$ cat src/rtl/truth_table_sweeper_pkg.sv
// truth_table_sweeper_pkg
//   Shared definitions for the truth-table sweeper: the sequencer state
//   encoding and the default build parameters.
package truth_table_sweeper_pkg;

   typedef enum logic [1:0] {
      IDLE   = 2'd0,
      WAIT   = 2'd1,
      SAMPLE = 2'd2,
      FINISH = 2'd3
   } state_t;

   localparam int DEF_N_IN   = 4;
   localparam int DEF_SETTLE = 1;

endpackage

$ cat src/rtl/truth_table_sweeper_result_tracker.sv
// sweep_result_tracker
//   Accumulates the measured truth table and the mismatch statistics of one
//   sweep. Cleared when a sweep is accepted, updated once per sample strobe.
//
//   clk, rst_n     clock / asynchronous active-low reset
//   clear          start of a new sweep: zero all results
//   sample         strobe: record sample_bit at index idx
//   idx            input combination currently being sampled
//   sample_bit     sampled output of the swept block
//   exp_bit        expected output for idx
//   table_out      measured truth table (bit i = sample for input i)
//   mismatch_cnt   number of mismatching indices, saturation never needed
//   first_fail     lowest mismatching index, valid when fail_valid
//   fail_valid     at least one mismatch this sweep
module sweep_result_tracker #(
   parameter int N_IN = 4
) (
   input  logic                 clk,
   input  logic                 rst_n,
   input  logic                 clear,
   input  logic                 sample,
   input  logic [N_IN-1:0]      idx,
   input  logic                 sample_bit,
   input  logic                 exp_bit,
   output logic [2**N_IN-1:0]   table_out,
   output logic [N_IN:0]        mismatch_cnt,
   output logic [N_IN-1:0]      first_fail,
   output logic                 fail_valid
);

   localparam logic [N_IN:0] CNT_ONE = 1;

   always_ff @(posedge clk or negedge rst_n) begin
      if (!rst_n) begin
         table_out    <= '0;
         mismatch_cnt <= '0;
         first_fail   <= '0;
         fail_valid   <= 1'b0;
      end else if (clear) begin
         table_out    <= '0;
         mismatch_cnt <= '0;
         first_fail   <= '0;
         fail_valid   <= 1'b0;
      end else if (sample) begin
         table_out[idx] <= sample_bit;
         if (sample_bit != exp_bit) begin
            mismatch_cnt <= mismatch_cnt + CNT_ONE;
            // indices are swept in ascending order, so the first hit is the lowest
            if (!fail_valid) begin
               first_fail <= idx;
               fail_valid <= 1'b1;
            end
         end
      end
   end

endmodule

$ cat src/rtl/truth_table_sweeper.sv
// truth_table_sweeper
//   Walks every input combination of an N_IN-input combinational block,
//   samples its output after SETTLE idle cycles per vector, builds the
//   measured truth table and compares it against an expected table.
//
//   clk, rst_n     clock / asynchronous active-low reset
//   start          begin a sweep (only honoured in IDLE)
//   expected       expected truth table, captured when a sweep starts
//   dut_in         vector driven to the swept block (MSB = a ... LSB = d)
//   dut_out        output of the swept block
//   table_out      measured truth table
//   busy           sweep in progress
//   done           sweep finished (level, cleared by next start)
//   pass           no mismatches, valid with done
//   mismatch_cnt   number of mismatching indices
//   first_fail     lowest mismatching index, valid with fail_valid
//   fail_valid     at least one mismatch this sweep
module truth_table_sweeper
   import truth_table_sweeper_pkg::*;
#(
   parameter int N_IN   = DEF_N_IN,
   parameter int SETTLE = DEF_SETTLE
) (
   input  logic                 clk,
   input  logic                 rst_n,
   input  logic                 start,
   input  logic [2**N_IN-1:0]   expected,
   output logic [N_IN-1:0]      dut_in,
   input  logic                 dut_out,
   output logic [2**N_IN-1:0]   table_out,
   output logic                 busy,
   output logic                 done,
   output logic                 pass,
   output logic [N_IN:0]        mismatch_cnt,
   output logic [N_IN-1:0]      first_fail,
   output logic                 fail_valid
);

   localparam int              WCW      = (SETTLE > 0) ? $clog2(SETTLE + 1) : 1;
   localparam logic [WCW-1:0]  WC_LOAD  = WCW'(SETTLE);
   localparam logic [WCW-1:0]  WC_ONE   = 1;
   localparam logic [N_IN-1:0] IDX_ONE  = 1;
   localparam logic [N_IN-1:0] IDX_LAST = '1;

   state_t                state, state_nxt;
   logic [2**N_IN-1:0]    exp_reg;
   logic [N_IN-1:0]       idx;
   logic [WCW-1:0]        wait_cnt;
   logic                  accept;
   logic                  sample_stb;
   logic                  last_idx;

   assign last_idx = (idx == IDX_LAST);
   // the driven vector is always the index being swept
   assign dut_in   = idx;

   // state register
   always_ff @(posedge clk or negedge rst_n) begin
      if (!rst_n) state <= IDLE;
      else        state <= state_nxt;
   end

   // next-state logic
   always_comb begin
      state_nxt = state;
      unique case (state)
         IDLE:   if (start) state_nxt = (SETTLE > 0) ? WAIT : SAMPLE;
         WAIT:   if (wait_cnt == WC_ONE) state_nxt = SAMPLE;
         SAMPLE: begin
            if (last_idx)         state_nxt = FINISH;
            else if (SETTLE > 0)  state_nxt = WAIT;
            else                  state_nxt = SAMPLE;
         end
         FINISH: state_nxt = IDLE;
         default: state_nxt = IDLE;
      endcase
   end

   // output / strobe decode
   always_comb begin
      busy       = (state != IDLE);
      accept     = (state == IDLE) && start;
      sample_stb = (state == SAMPLE);
   end

   // sweep datapath: captured table, index, settle counter, final status
   always_ff @(posedge clk or negedge rst_n) begin
      if (!rst_n) begin
         exp_reg  <= '0;
         idx      <= '0;
         wait_cnt <= '0;
         done     <= 1'b0;
         pass     <= 1'b0;
      end else begin
         unique case (state)
            IDLE: begin
               if (start) begin
                  exp_reg  <= expected;
                  idx      <= '0;
                  wait_cnt <= WC_LOAD;
                  done     <= 1'b0;
                  pass     <= 1'b0;
               end
            end
            WAIT: wait_cnt <= wait_cnt - WC_ONE;
            SAMPLE: begin
               if (!last_idx) begin
                  idx      <= idx + IDX_ONE;
                  wait_cnt <= WC_LOAD;
               end
            end
            FINISH: begin
               done <= 1'b1;
               pass <= (mismatch_cnt == '0);
            end
            default: ;
         endcase
      end
   end

   sweep_result_tracker #(
      .N_IN (N_IN)
   ) u_tracker (
      .clk          (clk),
      .rst_n        (rst_n),
      .clear        (accept),
      .sample       (sample_stb),
      .idx          (idx),
      .sample_bit   (dut_out),
      .exp_bit      (exp_reg[idx]),
      .table_out    (table_out),
      .mismatch_cnt (mismatch_cnt),
      .first_fail   (first_fail),
      .fail_valid   (fail_valid)
   );

endmodule

$ cat config.mk
export PLATFORM = sky130hd
export DESIGN_NAME = truth_table_sweeper
export DESIGN_NICKNAME = d
export VERILOG_FILES = /design/src/rtl/truth_table_sweeper_pkg.sv /design/src/rtl/truth_table_sweeper_result_tracker.sv /design/src/rtl/truth_table_sweeper.sv
export SDC_FILE = /design/constraint.sdc
export NUM_CORES = 1
export LEC_CHECK = 0
export CORE_MARGIN = 1.5
export CORE_UTILIZATION = 55
export CTS_CLUSTER_SIZE = 28
export DETAILED_ROUTE_END_ITERATION = 12
export PLACE_DENSITY_LB_ADDON = 0.1
export SLEW_MARGIN = 10
export SYNTH_ARGS = -nofsm -noshare
export SYNTH_HDL_FRONTEND = slang
export SYNTH_SLANG_ARGS = --single-unit
$ cat constraint.sdc
create_clock -name clk -period 3.3 [get_ports clk]
set_clock_uncertainty 0.1 [all_clocks]
set_input_delay 0.495 -clock clk [delete_from_list [all_inputs] [get_ports clk]]
set_output_delay 0.495 -clock clk [all_outputs]
set_load 0.01 [all_outputs]
Word level (Yosys, flattened, before mapping)
Cells that the tools add are included.
{ "totals": {"register_bits": 51, "latchBits": 0, "mem_bits_rw": 0, "rom_bits": 0, "wordCells": 71, "n_memories": 0} }
{ "classes": {"add_sub_neg": 3, "n_mul": 0, "div": 0, "magnitude_cmp": 2, "eq_ne": 9, "shifts": 0, "muxes": 30, "n_bitwise": 0, "reduce_logical": 17} }
{ "ops": {"columns": ["cell", "count"], "rows": [
  ["$mux W16", 2],
  ["$mux W4", 6],
  ["$bwmux W16", 1],
  ["$mux W5", 3],
  ["$reduce_bool A2 Y1", 5],
  ["$reduce_and A3 Y1", 3],
  ["$mux W1", 8],
  ["$ne A2 B2 Y1 const B", 4],
  ["$pmux W2 S4", 1],
  ["$pmux W4 S2", 1],
  ["$reduce_and A2 Y1", 4],
  ["$mux W2", 3],
  ["$add A5 B1 Y5 const B", 1],
  ["$logic_not A5 Y1", 1],
  ["$lt A4 B5 Y1 const B", 1],
  ["$add A4 B1 Y4 const B", 1],
  ["$bmux W1 S4", 1],
  ["$demux W1 S4", 1],
  ["$eq A2 B2 Y1 const B", 2],
  ["$eq A4 B4 Y1 const B", 1],
  ["$ge A4 B1 Y1 const B", 1],
  ["$pmux W1 S2", 2],
  ["$pmux W1 S3", 1],
  ["$reduce_bool A3 Y1", 1],
  ["other kinds (5)", 6]
]} }

Depth between registers and ports, before layout
Gate-level depths: netlist of run 1.
{ "depth": {"word_depth": 7, "ltp_mapped": 7, "depth_no_buf": 6} }

Hierarchy
From an unflattened synthesis of run 1, not the netlist that was laid out.
{ "hier_totals": {"hier_cells": 219, "hier_area_um2": 2516.2} }
{ "by_module_without_submodules": {"columns": ["mod", "n_inst", "cells_each", "area_each_um2"], "rows": [
  ["sweep_result_tracker", 1, 122, 1328.8],
  ["truth_table_sweeper", 1, 97, 1187.4]
]} }

Worst setup path before layout of run 1
Ideal clock, no wire load.
{ "synth_timing": {"path_type": "register to register", "start": "register idx[1] (netlist: dut_in[1])", "end": "register u_tracker.mismatch_cnt[2]", "setup_time_ps": 79, "arrival_ps": 2060, "setup_slack_ps": 1061, "path_stages_with_launch": 7, "synth_period_minus_slack_ps": 2239, "path_cell_list": "dfrtp_1 -> buf_6 -> mux2_1 -> mux4_2 -> mux2_2 -> o21ai_2 -> mux2i_1"} }
{ "synth_between": {"elab_chain_cells": 5} }
{ "synth_lines": {"columns": ["item", "line", "text"], "rows": [
  ["from (decl)", "truth_table_sweeper.sv:47", "logic [N_IN-1:0] idx;"],
  ["from (signal assigned)", "truth_table_sweeper.sv:108", "idx <= idx + IDX_ONE;"],
  ["$bmux W1 S4", "truth_table_sweeper.sv:130", ".exp_bit (exp_reg[idx]),"],
  ["$mux W1 (not written as such)", "truth_table_sweeper.sv:130", null],
  ["$ne A1 B1 Y1", "truth_table_sweeper_result_tracker.sv:46", "if (sample_bit != exp_bit) begin"],
  ["$reduce_bool A2 Y1 (no source line)", null, null],
  ["$reduce_and A2 Y1 (no source line)", null, null],
  ["to (signal assigned)", "truth_table_sweeper_result_tracker.sv:47", "mismatch_cnt <= mismatch_cnt + CNT_ONE;"],
  ["to (decl)", "truth_table_sweeper_result_tracker.sv:26", "output logic [N_IN:0] mismatch_cnt,"]
]} }
Every way passes these cells. The select of a mux whose other input is x is not followed.
A chain may end at the register's enable or synchronous reset.

Final worst setup path of run 1
{ "layout_timing": {"start": "register idx[1] (netlist: dut_in[1])", "end": "register u_tracker.first_fail[1]"} }
{ "layout_between": {"elab_chain_cells": 5, "word_cells_on_any_way": 9} }
{ "layout_lines": {"columns": ["item", "line", "text"], "rows": [
  ["$bmux W1 S4", "truth_table_sweeper.sv:130", null],
  ["$mux W1 (not written as such)", "truth_table_sweeper.sv:130", null],
  ["$ne A1 B1 Y1", "truth_table_sweeper_result_tracker.sv:46", null],
  ["$reduce_bool A2 Y1 (no source line)", null, null],
  ["$reduce_and A3 Y1 (no source line)", null, null],
  ["to (signal assigned)", "truth_table_sweeper_result_tracker.sv:50", "first_fail <= idx;"],
  ["to (decl)", "truth_table_sweeper_result_tracker.sv:27", "output logic [N_IN-1:0] first_fail,"]
]} }
Several ways; a longest one is shown, not always the timed one. The select of a mux whose other input is x is not followed.

==> results.json, run 1 <==
{
  "end_kind": "flip-flop",
  "vias": 1956,
  "drc": 0,
  "yosysWarnings": 0,
  "dp_slack_ps": 697,
  "grt_max_degree": 52,
  "synth-compound-area-share_pct": 4.57,
  "wl_met3_um": 252,
  "wl_met1_um": 2390,
  "r2r_setup_slack_ps": 790,
  "via_per_inst": 5.43,
  "port_buffers": 52,
  "nNetsFinal": 335,
  "dieArea_um2": 5050,
  "intPower_mw": 1.38,
  "fp.dieW_um": 71.1,
  "maxSlewHeadroom_pct": 25.9,
  "crit_arrival_ps": 2640,
  "finalCritPeriodShare_pct": 76.2,
  "drt-total-wl_um": 5160,
  "clock_latency_ps": 300,
  "finalWorstSetupSlack_ps": 785,
  "period_minus_slack_ps": 2510,
  "pwr-share-clk_pct": 15.1,
  "clockBufferDepth": 2,
  "synthSimpleGateAreaFrac_pct": 21.6,
  "powerDensity_nw_per_um2": 687,
  "drt-initial-drc-count": 94,
  "tns_ps": 0,
  "worst_pin_slew_ps": 1110,
  "comb_power_share_pct": 39.3,
  "route.met2.wl_um": 2470,
  "instances_no_fill": 360,
  "ys_top_cells_by_area": "dfrtp_1, nand2_1, mux2i_1",
  "cts_tree": "done",
  "track_usage_pct": 23.3,
  "path_clk_slew_ps": 80,
  "status": "finished clean",
  "htreeDepth": 2,
  "crit_fanout": 14,
  "diodes": 0,
  "yosys.cell_types.count": 33,
  "start_util_pct": 57.7,
  "synth_adder_area_share_pct": 2.95,
  "holdWs_ps": 311,
  "layout-drive-gt1-share_pct": 8.12,
  "synth_ff_type": "dfrtp_1",
  "n_fill_cell": 373,
  "drv_cap": 0,
  "synth_area_um2": 2550,
  "power.switching_mw": 0.765,
  "coreArea_um2": 4410,
  "synth-xor-area-share_pct": 0.344,
  "top_layer": "met4",
  "power_mw": 2.15,
  "max_freq_ghz": 0.398,
  "ant_nets": 0,
  "start_kind": "flip-flop",
  "cts_resized": 0,
  "ir_drop_mv": 0.444,
  "rsz0062_at_grt": "no",
  "synthMuxAreaShare_pct": 16.3,
  "ys_top_cells_by_count": "nand2_1, dfrtp_1, nor2_1",
  "netlist_instances": 263,
  "gr-total-overflow": 0,
  "setup_viol": 0,
  "synth_most_common_cell": "nand2_1",
  "antenna_found_initial": 0,
  "clock-sinks": 51,
  "postSynthAreaPerCell_um2": 9.69,
  "synth_top_area_share_pct": 50.1,
  "ys_seq_elements": 51,
  "path_class": "flip-flop to flip-flop",
  "firstDrtPassIters": 4,
  "async_flop_share_pct": 100,
  "netSwitchingFraction_pct": 35.7,
  "seq_power_share_pct": 45.5,
  "die_height_um": 71.1,
  "leakage_nw": 1.38,
  "drv_slew": 0,
  "yosysTopAreaCell": "dfrtp_1",
  "yosysSeqAreaShare_pct": 50.1,
  "synth-edff-count": 0,
  "dpl.cell_count": 354,
  "syn-num-nets": 289,
  "post_cts_buffers": 0,
  "cts_made_buffers": 5,
  "dp_hpwl_um": 3580,
  "root_buffer": "clkbuf_8",
  "area_growth_pct": 22.6,
  "hold_class": "input port to async pin",
  "routedWlPerCell_um": 14.3,
  "globalplace.congestion": 0.800,
  "required_ps": 3430,
  "grt_pass1_wl_um": 9270,
  "rows": 24,
  "ioPinCount": 53,
  "synth_top_family_by_area": "simple AND/OR/NAND/NOR gates",
  "finalHoldViolCount": 0,
  "holdBufCountCts": 0,
  "grt_pass1_vias": 2021
}
## worst max-delay path, cell delays in order, from the launching register on
cell	delay, ps
dfrtp_1	730
mux2_2	400
mux4_2	500
mux2i_2	230
a21oi_2	280
mux2i_1	200
## layout make-up
cell class	count	area, µm²	share of cell area, %
inverter	5	18.8	0.601
sequential	51	1280	40.9
clock buffer	6	72.6	2.32
multi-input combinational	193	1170	37.4
tap	52	65.1	2.08
timing repair buffer	53	523	16.7
## cell usage in the layout (no fill, tap or decap)
master	netlist	layout
buf_2	0	1
and3_2	1	1
o21a_1	1	1
a21oi_1	8	8
clkbuf_1	10	1
nand3_1	9	9
nor3b_1	2	2
dfrtp_1	51	51
or2b_1	1	1
or2_2	2	2
nor3_1	8	8
nand2b_1	4	4
mux4_2	2	2
mux2i_2	2	2
nor4b_1	1	1
mux2_2	3	3
o21ai_2	1	1
a21oi_2	1	1
nand2_1	64	64
clkbuf_8	2	5
mux2_4	5	5
buf_4	0	1
mux2_1	2	2
xnor2_1	1	1
o22ai_1	2	2
o21ai_0	2	2
mux2i_1	21	21
clkdlybuf4s50_1	0	51
nor2b_1	1	1
nor2_2	0	1
o211ai_1	1	1
ha_1	6	6
o21ai_1	3	3
a31oi_1	1	1
nor2_1	38	37
inv_1	5	5
## per-stage QoR
step | area (µm²) | utilization [%]
after floorplan | 2550 | -
after global placement | 3050 | 69.1
after detailed placement | 3050 | 69.1
after CTS | 3120 | 70.7
after global routing | 3120 | 70.7
final | 3120 | 70.7
## kinds of logic (layout without fill, tap and decap cells)
kind of cell,count (synthesis),after routing
and+or+nand+nor,131,131
DFF,51,51
AOI/OAI and AO/OA,20,20
adders and majority gates,6,6
muxes,35,35
buffers and inverters,19,64
xor gates and xnor gates,1,1
## power groups by stage
stage,Sequential (mW),Clock (mW),Combinational [mW]
3_5_place_dp,0.988,0,0.851
5_1_grt,1.01,0.359,0.956
3_3_place_gp,0.981,0,0.825
2_1_floorplan,0.933,0,0.619
6_report,0.977,0.325,0.845
4_1_cts,0.977,0.334,0.854
## path summary, 6_finish.rpt
| kind | endpoint | from | depth (start not counted) |
|---|---|---|---|
| setup / recovery | u_tracker.first_fail[1] | dut_in[1] | 5 |
| hold / removal | exp_reg[5] | rst_n | 1 |
| setup reg to reg | u_tracker.first_fail[1] | dut_in[1] | 5 |
| hold reg to reg | exp_reg[4] | exp_reg[4] | 2 |
| max in group asynchronous | u_tracker.table_out[12] | rst_n | 1 |
| min in group clk | exp_reg[4] | exp_reg[4] | 2 |
## metal layers
| layer | GRT usage (%) | vias up |
|---|---|---|
| met3 | 5.84 | 6 |
| li1 | - | 956 |
| met4 | 5.03 | 0 |
| met5 | 0 | - |
| met1 | 32.5 | 950 |
| met2 | 37.4 | 44 |
(Power assumes the default switching activity.)
==> inputs of run 2 (changes only) <==
CORE_UTILIZATION = 46   (was 55)
clock period = 2.15 ns   (was 3.3 ns; I/O delays follow)
==> run 2 against run 1 <==
- combinational power is 91% higher
- the flow now finishes with violations (negative setup slack)
- register-to-register slack worse by 910 ps
- critical endpoint unchanged
- sequential power is 43% higher
- clock-buffer cell count is 1 higher
- largest power group is now combinational cells
==> results.json, run 2 (same netlist as run 1, synthesis figures left out) <==
{
  "routedWlPerCell_um": 13.7,
  "cts_made_buffers": 5,
  "dp_hpwl_um": 3780,
  "r2r_setup_slack_ps": -120,
  "clockBufferDepth": 2,
  "holdPathEnd": "exp_reg[3]",
  "mostFrequentLayoutCells": "nand2_1, clkdlybuf4s50_1, dfrtp_1",
  "rows": 26,
  "drt-initial-drc-count": 76,
  "powerDensity_nw_per_um2": 1060,
  "hold_class": "flip-flop to flip-flop",
  "violations": "negative setup slack",
  "maxSlewHeadroom_pct": 62.7,
  "clock_latency_ps": 300,
  "dieArea_um2": 5990,
  "reg2regPathDepth": 6,
  "path_class": "flip-flop to flip-flop",
  "port_buffers": 52,
  "leakage_nw": 1.47,
  "root_buffer": "clkbuf_8",
  "drc": 0,
  "vias": 1975,
  "cts_tree": "done",
  "clock-sinks": 51,
  "dpl.cell_count": 382,
  "coreArea_um2": 5240,
  "grt_max_degree": 38,
  "r2r-end": "u_tracker.first_fail[1]",
  "period_minus_slack_ps": 2270,
  "globalplace.congestion": 0.799,
  "setup_viol": 9,
  "finalHoldViolCount": 0,
  "layout-drive-gt1-share_pct": 13.3,
  "hp-start": "exp_reg[3]",
  "max_freq_ghz": 0.440,
  "antenna_found_initial": 0,
  "required_ps": 2270,
  "instances_no_fill": 394,
  "ir_drop_mv": 0.575,
  "grt_pass1_vias": 1975,
  "r2r-start": "dut_in[1]",
  "grt_pass1_wl_um": 9530,
  "gr-total-overflow": 0,
  "nNetsFinal": 350,
  "finalWorstSetupSlack_ps": -123,
  "path_clk_slew_ps": 90,
  "start_kind": "flip-flop",
  "status": "finished with violations",
  "start_util_pct": 48.6,
  "crit_fanout": 5,
  "ant_nets": 0,
  "finalCritPeriodShare_pct": 106,
  "firstDrtPassIters": 4,
  "htreeDepth": 2,
  "drt-total-wl_um": 5410,
  "ioPinCount": 53,
  "track_usage_pct": 20.2,
  "drv_cap": 0,
  "worst_pin_slew_ps": 560,
  "end_kind": "flip-flop",
  "diodes": 0,
  "die_height_um": 77.4,
  "power_mw": 3.53,
  "crit_arrival_ps": 2390,
  "fp.dieW_um": 77.4,
  "drv_slew": 0,
  "holdPathStages": 2,
  "area_growth_pct": 31.1,
  "via_per_inst": 5.01,
  "final_common_cell": "nand2_1",
  "rsz0062_at_grt": "yes"
}
[run 2: metrics by stage]
stage / utilization [%] / hold WS [ps] / instance area [µm²] / setup TNS (ps) / setup slack, ps
CTS: 63.4 / 387 / 3320 / -626 / -125
floorplan: - / -73.1 / 2550 / -220 / -43.8
detailed placement: 60.7 / 245 / 3180 / -582 / -128
global placement: 60.7 / 245 / 3180 / -252 / -61.5
global route: 63.8 / 409 / 3340 / -1480 / -210
finish: 63.8 / 386 / 3340 / -843 / -123
[run 2: how the worst max path moves through the flow]
stage               from                        end  slack [ps]  depth (start not counted)
5_1_grt        dut_in[1]    u_tracker.first_fail[1]        -210                          6
4_1_cts        dut_in[1]    u_tracker.first_fail[1]        -130                          6
3_5_place_dp   dut_in[1]    u_tracker.first_fail[1]        -130                          5
2_1_floorplan  dut_in[1]  u_tracker.mismatch_cnt[2]         -40                          6
6_report       dut_in[1]    u_tracker.first_fail[1]        -120                          6
3_3_place_gp   dut_in[1]    u_tracker.first_fail[0]         -60                          5
[run 2: area by class of cell]
class                           instances  area [µm²]
Timing Repair Buffer                   68         671
Fill cell                             474        1900
Multi-Input combinational cell        193        1210
Sequential cell                        51        1280
Clock buffer                            7        76.3
Tap cell                               70        87.6
Inverter                                5        18.8
[run 2: worst max-delay path: stages, from the launching register on]
cell,delay (ps)
dfrtp_2,430
buf_6,140
mux2_4,290
mux4_2,540
mux2i_4,250
a21oi_4,230
mux2i_1,220
[run 2: per-layer routing]
layer	vias to the layer above	part of all wire, %	GRT usage [%]
li1	985	-	-
met1	953	49	28.1
met2	35	47	32.4
met3	2	3.3	3.88
met4	0	0.63	5.45
met5	-	0	0
[run 2: power by group]
group	internal, mW	leakage, nW	switching, mW
Combinational	0.837	0.762	0.775
Clock	0.225	0.0383	0.292
Sequential	1.23	0.672	0.175
[run 2: timing repair]
item                                    in CTS  in global routing
setup buffers                                2                  2
hold endpoints to repair                    22                  0
pin swaps                                    3                  2
resized for setup                            9                  1
hold buffers                                 1                  0
endpoints found under the setup margin       9                  9
